==> src/rtl/cpu_loader_pkg.sv <==
// Shared types and constants for the CPU program/data loader.
// Holds the FSM state enum, halt opcodes and header bit positions.
package cpu_loader_pkg;

  typedef enum logic [2:0] {
    ST_HDR,
    ST_ADDR,
    ST_CNT,
    ST_DATA,
    ST_HOLD,
    ST_RUN,
    ST_FLUSH,
    ST_DONE
  } loader_state_t;

  // Registered control outputs that depend only on the state being entered.
  typedef struct packed {
    logic ready;
    logic cpu_rst;
    logic done;
  } loader_flags_t;

  localparam logic [15:0] HALT_OP_A = 16'hE000;
  localparam logic [15:0] HALT_OP_B = 16'hE7FF;

  localparam int HDR_LAST = 15;
  localparam int HDR_TGT  = 14;

  function automatic logic hdr_malformed(input logic [15:0] word);
    return word[13:0] != 14'd0;
  endfunction

  function automatic loader_flags_t state_flags(input loader_state_t s);
    loader_flags_t f;
    f.ready   = (s == ST_HDR) || (s == ST_ADDR) || (s == ST_CNT) || (s == ST_DATA);
    f.cpu_rst = !((s == ST_RUN) || (s == ST_FLUSH) || (s == ST_DONE));
    f.done    = (s == ST_DONE);
    return f;
  endfunction

endpackage

==> src/rtl/cpu_halt_detect.sv <==
// Combinational match of the fetched instruction against both halt encodings.
// Kept separate so debug logic can reuse the same decode.
module cpu_halt_detect
  import cpu_loader_pkg::*;
(
  input  logic [15:0] instr,
  output logic        halt
);

  assign halt = (instr == HALT_OP_A) || (instr == HALT_OP_B);

endmodule

==> src/rtl/cpu_loader.sv <==
// Framed-stream program/data loader and run controller for the 16-bit cpu.
// Loads memories with the CPU held in reset, releases it, and times the run to halt.
module cpu_loader
  import cpu_loader_pkg::*;
#(
  parameter int RESET_HOLD = 4,
  parameter int PIPE_FLUSH = 10
) (
  input  logic        clk,
  input  logic        reset,
  input  logic        s_valid,
  output logic        s_ready,
  input  logic [15:0] s_data,
  output logic        imem_we,
  output logic        dmem_we,
  output logic [15:0] mem_addr,
  output logic [15:0] mem_wdata,
  output logic        cpu_reset,
  input  logic [15:0] instr,
  output logic        halted,
  output logic        load_err,
  output logic [31:0] run_cycles
);

  loader_state_t state;
  loader_flags_t flags;
  logic          last_seg;
  logic          tgt_dmem;
  logic [15:0]   addr;
  logic [15:0]   remaining;
  logic [31:0]   delay_cnt;
  logic          halt_hit;
  logic          accept;

  assign accept    = s_valid & s_ready;
  assign s_ready   = flags.ready;
  assign cpu_reset = flags.cpu_rst;
  assign halted    = flags.done;

  cpu_halt_detect u_halt_detect (
    .instr (instr),
    .halt  (halt_hit)
  );

  // Flags are loaded alongside every state change so the control outputs stay registered.
  always_ff @(posedge clk) begin
    if (reset) begin
      state      <= ST_HDR;
      flags      <= state_flags(ST_HDR);
      load_err   <= 1'b0;
      imem_we    <= 1'b0;
      dmem_we    <= 1'b0;
      mem_addr   <= 16'd0;
      mem_wdata  <= 16'd0;
      run_cycles <= 32'd0;
      addr       <= 16'd0;
      remaining  <= 16'd0;
      delay_cnt  <= 32'd0;
      last_seg   <= 1'b0;
      tgt_dmem   <= 1'b0;
    end else begin
      imem_we <= 1'b0;
      dmem_we <= 1'b0;
      case (state)
        ST_HDR: begin
          if (accept) begin
            if (hdr_malformed(s_data)) begin
              load_err <= 1'b1;
            end else begin
              last_seg <= s_data[HDR_LAST];
              tgt_dmem <= s_data[HDR_TGT];
              state    <= ST_ADDR;
              flags    <= state_flags(ST_ADDR);
            end
          end
        end
        ST_ADDR: begin
          if (accept) begin
            addr  <= s_data;
            state <= ST_CNT;
            flags <= state_flags(ST_CNT);
          end
        end
        ST_CNT: begin
          if (accept) begin
            remaining <= s_data;
            delay_cnt <= 32'd0;
            if (s_data != 16'd0) begin
              state <= ST_DATA;
              flags <= state_flags(ST_DATA);
            end else if (last_seg) begin
              state <= ST_HOLD;
              flags <= state_flags(ST_HOLD);
            end else begin
              state <= ST_HDR;
              flags <= state_flags(ST_HDR);
            end
          end
        end
        ST_DATA: begin
          if (accept) begin
            imem_we   <= !tgt_dmem;
            dmem_we   <= tgt_dmem;
            mem_addr  <= addr;
            mem_wdata <= s_data;
            addr      <= addr + 16'd1;
            remaining <= remaining - 16'd1;
            delay_cnt <= 32'd0;
            if (remaining == 16'd1) begin
              if (last_seg) begin
                state <= ST_HOLD;
                flags <= state_flags(ST_HOLD);
              end else begin
                state <= ST_HDR;
                flags <= state_flags(ST_HDR);
              end
            end
          end
        end
        ST_HOLD: begin
          if (delay_cnt == 32'(RESET_HOLD - 1)) begin
            delay_cnt <= 32'd0;
            state     <= ST_RUN;
            flags     <= state_flags(ST_RUN);
          end else begin
            delay_cnt <= delay_cnt + 32'd1;
          end
        end
        ST_RUN: begin
          run_cycles <= run_cycles + 32'd1;
          if (halt_hit) begin
            delay_cnt <= 32'd0;
            state     <= ST_FLUSH;
            flags     <= state_flags(ST_FLUSH);
          end
        end
        ST_FLUSH: begin
          run_cycles <= run_cycles + 32'd1;
          if (delay_cnt == 32'(PIPE_FLUSH - 1)) begin
            state <= ST_DONE;
            flags <= state_flags(ST_DONE);
          end else begin
            delay_cnt <= delay_cnt + 32'd1;
          end
        end
        ST_DONE: begin
        end
        default: begin
          state <= ST_HDR;
          flags <= state_flags(ST_HDR);
        end
      endcase
    end
  end

endmodule

==> config.mk <==
export PLATFORM = sky130hd
export DESIGN_NAME = cpu_loader
export DESIGN_NICKNAME = d
export VERILOG_FILES = /design/src/rtl/cpu_loader_pkg.sv /design/src/rtl/cpu_halt_detect.sv /design/src/rtl/cpu_loader.sv
export SDC_FILE = /design/constraint.sdc
export NUM_CORES = 1
export LEC_CHECK = 0
export ABC_AREA = 1
export CORE_UTILIZATION = 35
export CTS_CLUSTER_SIZE = 25
export DETAILED_ROUTE_END_ITERATION = 16
export SLEW_MARGIN = 20
export SYNTH_ARGS = -nofsm -noshare
export SYNTH_HDL_FRONTEND = slang
export SYNTH_SLANG_ARGS = --single-unit
export TNS_END_PERCENT = 1
==> constraint.sdc <==
create_clock -name clk -period 1.5 [get_ports clk]
set_input_delay 0.3 -clock clk [delete_from_list [all_inputs] [get_ports clk]]
set_output_delay 0.3 -clock clk [all_outputs]
set_load 0.01 [all_outputs]
==> impl_metrics.py, run 1 <==
metrics = {
    "grt": {
        "grt_pass1_vias": 7931,
        "grt_use_met2": 0.358,
        "grt_max_degree": 51,
        "grt.overflow.total": 0,
        "track_usage": 0.215,
        "antenna_found_initial": 0,
        "grtUsageMet3": 0.0460,
        "top_usage_layer": "met2",
        "grt_pass1_wl_mm": 38.6,
        "gr-usage-met1": 0.283,
    },
    "pwr": {
        "p_leak_nw": 4.95,
        "ir_drop_uv": 907,
        "power_per_cell_area_nw_per_um2": 1120,
        "finalPower_mw": 12.8,
    },
    "sta": {
        "skew_ns": 0.0126,
        "slew_violations": 0,
        "whs_ns": 0.347,
        "fin_setup_tns_ns": -2.38,
        "rsz0062_at_grt": "true",
        "setup_slack_ns": -0.107,
        "min_period_over_period": 1.07,
        "worstMarginPinSlew_ns": 0.401,
        "finalCriticalPeriod_ns": 1.61,
        "hold_violations": 0,
        "setup_viol": 43,
        "relSlewSlack": 0.730,
        "fmax_mhz": 622,
    },
    "die": {
        "die_h_um": 150,
        "coreArea_um2": 21200,
        "io_pins": 105,
        "die-area_um2": 22500,
        "rows": 53,
        "die_w_um": 150,
        "initial_core_util": 0.361,
    },
    "worst_setup_path": {
        "max_stage_delay_ns": 0.36,
        "crit_chain": "inv_2 > ha_4 > nand3_4 > nor2_4 > nand2_2 > nor2_4 > nand2_2 > nand3_4 > clkbuf_16 > nand2_1 > a21oi_2",
        "critPathSlowestCell": "dfxtp_4",
        "start_kind": "flip-flop",
        "cp_max_fo": 8,
        "end_kind": "flip-flop",
        "critPathRequiredTime_ns": 1.86,
        "critPathKind": "flip-flop to flip-flop",
        "cp_data_arrival_time_ns": 1.97,
    },
    "finish": {
        "areaGrowthSynthToFinish_pct": 49.4,
        "layout_common_cells": "269 x nand2_1, 181 x buf_4, 160 x nor2_1",
        "stdcell_area_um2": 11400,
        "final_common_cell": "nand2_1",
        "multiInputGateArea_um2": 4700,
        "drive_gt1_frac": 0.259,
        "nFillCells": 2134,
        "layout.nets": 1509,
        "antennaDiodeCount": 0,
        "utilization": 0.539,
        "regArea_um2": 2820,
    },
    "run_status": {
        "violations": "negative setup slack",
        "outcome": "complete, but fails checks",
    },
    "synth": {
        "synth_nets": 1235,
        "synth_seq_area_share": 0.364,
        "synth_edf_count": 0,
        "synth_ff_type": "dfxtp_1",
        "synth_seq_cells": 139,
        "syn_area_per_cell_um2": 6.41,
        "synth.distinct_cells": 39,
        "yosysWarnings": 0,
        "synth_cells": 1194,
        "synth-async-reset-ratio": 0,
        "netlist_area_um2": 7650,
    },
    "cts": {
        "clk_pin_slew_ns": 0.07,
        "cts_tree": "done",
        "clock_path_buffers": 2,
        "cts_made_buffers": 17,
        "insertion_delay_ns": 0.43,
        "ctsRootBufferMaster": "clkbuf_16",
        "h-tree-depth": 4,
        "clock_sinks": 139,
    },
    "placement": {
        "detailed_place_hpwl_mm": 17.8,
        "place.gp.congestion": 0.928,
        "postPlaceCellArea_um2": 10400,
        "io_buffers": 104,
    },
    "detailed_routing": {
        "drcViolationCount": 0,
        "viasPerCell": 4.90,
        "antenna_left": 0,
        "wl_mm": 24.5,
        "drt_first_pass_iters": 5,
        "vias": 8598,
        "wl_per_cell_um": 14.0,
        "drt_iter0_drc": 440,
    },
    "min_path": {
        "hp-class": "input port to flip-flop",
    },
    "job": {
        "max_cap_viol_count": 0,
    },
}
## layout make-up
class	instances	share of cell area
Sequential cell	139	0.247
Clock inverter	14	0.0130
Tap cell	275	0.0301
Inverter	116	0.0383
Timing Repair Buffer	297	0.222
Clock buffer	18	0.0384
Multi-Input combinational cell	897	0.411
## worst max-delay path: cells and delay by family (launching register included)
family	cells	cell delay (ns)
AND/OR/NAND/NOR	7	0.63
flip-flops	1	0.36
buffers and inverters	2	0.28
adder cells (fa/ha/maj)	1	0.14
AO/OA/AOI/OAI	1	0.13
## Yosys cell counts (2+ instances only)
master | number | area share
nand2_1 | 288 | 0.14
nor2_1 | 197 | 0.097
dfxtp_1 | 139 | 0.36
inv_1 | 108 | 0.053
o21ai_0 | 95 | 0.062
a21oi_1 | 82 | 0.054
nand3_1 | 58 | 0.038
nor3_1 | 34 | 0.022
clkbuf_1 | 29 | 0.014
a31oi_1 | 23 | 0.019
xor2_1 | 18 | 0.021
o211ai_1 | 17 | 0.017
xnor2_1 | 12 | 0.014
nand4_1 | 11 | 0.0090
buf_2 | 9 | 0.0059
o21ai_1 | 9 | 0.0059
inv_2 | 8 | 0.0039
o21bai_1 | 7 | 0.0069
ha_1 | 6 | 0.0098
nor2_2 | 6 | 0.0049
nand2_2 | 5 | 0.0041
nand3_2 | 4 | 0.0052
o21a_1 | 4 | 0.0039
or2_2 | 4 | 0.0033
buf_4 | 3 | 0.0029
a211oi_1 | 2 | 0.0020
a21boi_0 | 2 | 0.0020
and3_1 | 2 | 0.0016
nor2_4 | 2 | 0.0029
## sequential cells by signal (all words and copies together) (netlist names)
register and cells:
addr 16, cpu_reset 1, delay_cnt 32, dmem_we 1, halted 1, imem_we 1, last_seg 1, load_err 1
mem_addr 16, mem_wdata 16, remaining 16, run_cycles 32, s_ready 1, state 3, tgt_dmem 1
## layer usage
layer	vias to the layer above	share of wire
met5	-	0
met4	0	0.0080
met3	18	0.054
met2	182	0.46
met1	3949	0.47
li1	4449	-
## worst paths after layout
kind              cells after the start                         end  slack [ns]                      start
hold reg to reg                       2      cpu_reset$_SDFFE_PP1P_        0.46     cpu_reset$_SDFFE_PP1P_
setup / recovery                     11  delay_cnt[23]$_SDFFE_PP0P_       -0.11  delay_cnt[1]$_SDFFE_PP0P_
hold / removal                        4      cpu_reset$_SDFFE_PP1P_        0.35                      reset
setup reg to reg                     11  delay_cnt[23]$_SDFFE_PP0P_       -0.11  delay_cnt[1]$_SDFFE_PP0P_
## logic make-up after synthesis
family                   after synthesis  synth area share
XOR/XNOR                              30            0.0343
AO/OA/AOI/OAI                        242             0.173
AND/OR/NAND/NOR                      618             0.338
adder cells (fa/ha/maj)                6           0.00981
buffers and inverters                159            0.0819
flip-flops                           139             0.364
## metrics by stage
stage               std cells  worst slack [ns]
floorplan                1194           -0.0787
global placement         1717            -0.489
detailed placement       1717            -0.550
CTS                      1749            -0.183
global route             1756            -0.218
finish                   1756            -0.107
## power by group
part	leakage, nW	internal [mW]	switching (mW)
clock	0.284	2.39	1.87
sequential	1.13	3.96	0.205
combinational	3.53	2.00	2.37
total	4.95	8.36	4.45
## what timing repair did
item / CTS / global route
resized for setup: 99 / 125
endpoints found under the setup margin: 161 / 125
pin swaps: 2 / 36
endpoints found under the hold margin: 0 / 0
cloned: 0 / 4
hold buffers: 0 / 0
setup buffers: 0 / 3
No activity file was read; power rests on OpenSTA's default activity.
==> run 2, diff against run 1 <==
--- a/config.mk
+++ b/config.mk
@@ -9,6 +9,7 @@
 export CORE_UTILIZATION = 35
 export CTS_CLUSTER_SIZE = 25
 export DETAILED_ROUTE_END_ITERATION = 16
+export RECOVER_POWER = 100
 export SLEW_MARGIN = 20
 export SYNTH_ARGS = -nofsm -noshare
 export SYNTH_HDL_FRONTEND = slang
==> constraint.sdc (replaced) <==
create_clock -name clk -period 1.5 [get_ports clk]
set_input_delay 0.15 -clock clk [delete_from_list [all_inputs] [get_ports clk]]
set_output_delay 0.15 -clock clk [all_outputs]
set_load 0.01 [all_outputs]
==> impl_metrics.py, run 2 (same netlist as run 1, synthesis figures left out) <==
metrics = {
    "run_status": {
        "outcome": "complete, but fails checks",
        "violations": "negative setup slack",
    },
    "cts": {
        "clock_sinks": 139,
        "cts_tree": "done",
        "h-tree-depth": 4,
        "insertion_delay_ns": 0.43,
        "ctsRootBufferMaster": "clkbuf_16",
        "clk_pin_slew_ns": 0.06,
        "clock_path_buffers": 2,
        "cts_made_buffers": 17,
    },
    "worst_setup_path": {
        "critPathSlowestCell": "dfxtp_4",
        "cp_max_fo": 4,
        "critPathKind": "flip-flop to flip-flop",
        "max_stage_delay_ns": 0.39,
        "critPathRequiredTime_ns": 1.79,
        "crit_chain": "ha_4 > nand3_1 > nor2_1 > nand2_1 > nor2_2 > nor2_1 > nor2_2 > nand2_2 > nand2_1 > nand3_1",
        "cp_data_arrival_time_ns": 1.93,
        "start_kind": "flip-flop",
        "end_kind": "flip-flop",
    },
    "grt": {
        "grt_max_degree": 84,
        "grt_pass1_vias": 7950,
        "grt_pass1_wl_mm": 38.8,
        "track_usage": 0.217,
        "grt.overflow.total": 0,
        "antenna_found_initial": 0,
    },
    "finish": {
        "antennaDiodeCount": 0,
        "utilization": 0.526,
        "areaGrowthSynthToFinish_pct": 45.9,
        "layout.nets": 1508,
        "drive_gt1_frac": 0.213,
        "reg_top3": "delay_cnt (32), run_cycles (32)",
        "final_common_cell": "nand2_1",
        "layout_common_cells": "282 x nand2_1, 175 x nor2_1, 168 x buf_4",
    },
    "sta": {
        "fmax_mhz": 613,
        "setup_slack_ns": -0.132,
        "fin_setup_tns_ns": -4.99,
        "setup_viol": 83,
        "finalCriticalPeriod_ns": 1.63,
        "rsz0062_at_grt": "true",
        "slew_violations": 0,
        "min_period_over_period": 1.09,
        "skew_ns": 0.0161,
        "worstMarginPinSlew_ns": 0.457,
        "relSlewSlack": 0.693,
        "hold_violations": 0,
    },
    "die": {
        "initial_core_util": 0.361,
        "coreArea_um2": 21200,
        "io_pins": 105,
        "rows": 53,
        "die-area_um2": 22500,
        "die_w_um": 150,
        "die_h_um": 150,
    },
    "placement": {
        "detailed_place_hpwl_mm": 17.5,
        "io_buffers": 104,
        "post-place-ws_ns": -0.394,
        "place.gp.congestion": 0.924,
    },
    "job": {
        "max_cap_viol_count": 0,
    },
    "detailed_routing": {
        "wl_mm": 24.1,
        "drcViolationCount": 0,
        "vias": 8463,
        "antenna_left": 0,
        "wl_per_cell_um": 13.7,
        "viasPerCell": 4.82,
        "drt_iter0_drc": 530,
        "drt_first_pass_iters": 5,
    },
    "pwr": {
        "power_per_cell_area_nw_per_um2": 1120,
        "ir_drop_uv": 758,
        "p_leak_nw": 4.72,
    },
    "min_path": {
        "hp-class": "input port to flip-flop",
    },
}
==> run 2: per-stage QoR <==
| stage | instance area, um^2 | hold slack, ns | cells | power (mW) |
|---|---|---|---|---|
| after floorplan | 7690 | 0.285 | 1194 | 6.35 |
| after global placement | 10400 | 0.451 | 1720 | 7.94 |
| after detailed placement | 10400 | 0.457 | 1720 | 7.96 |
| after CTS | 11000 | 0.185 | 1752 | 12.3 |
| after global routing | 11200 | 0.204 | 1755 | 13.2 |
| final | 11200 | 0.194 | 1755 | 12.5 |
==> run 2: layout make-up <==
type	count	area [um^2]
well taps	275	344
repair buffers	296	2490
clock buffers	20	467
multi-input cells	897	4500
clock inverters	12	128
flip-flops and latches	139	2800
inverters	116	438
fillers	2191	10100
==> run 2: report_power, final <==
group	leakage, nW	switching (mW)	total, mW	internal, mW
combinational	3.30	2.20	4.02	1.82
clock	0.291	1.82	4.28	2.47
sequential	1.13	0.211	4.17	3.96
==> run 2: repair_timing <==
| item | CTS | global route |
|---|---|---|
| hold buffers | 0 | 0 |
| endpoints found under the setup margin | 128 | 127 |
| pin swaps | 11 | 18 |
| hold endpoints to repair | 0 | 0 |
| gates cloned | 0 | 2 |
| buffers inserted | 0 | 1 |
| resized for setup | 65 | 65 |
==> run 2: worst paths after layout <==
kind / startpoint / end / slack [ns] / cells after the start
worst max-delay path: delay_cnt[0]$_SDFFE_PP0P_ / cpu_reset$_SDFFE_PP1P_ / -0.13 / 10
worst min-delay path: reset / run_cycles[26]$_SDFFE_PP0N_ / 0.19 / 3
worst max register to register: delay_cnt[0]$_SDFFE_PP0P_ / cpu_reset$_SDFFE_PP1P_ / -0.13 / 10
worst min register to register: load_err$_SDFFE_PP0P_ / load_err$_SDFFE_PP0P_ / 0.47 / 1
==> run 2: critical path: cells and delay by family (launching register included) <==
kind	cells	cell delay, ns
AND/OR/NAND/NOR	9	0.94
flip-flops	1	0.39
adder cells (fa/ha/maj)	1	0.17
==> run 2: layer usage <==
metal	vias up	track usage	part of all wire
li1	4449	-	-
met1	3820	0.283	0.48
met2	179	0.357	0.46
met3	15	0.0524	0.051
met4	0	0.0515	0.011
met5	-	0	0
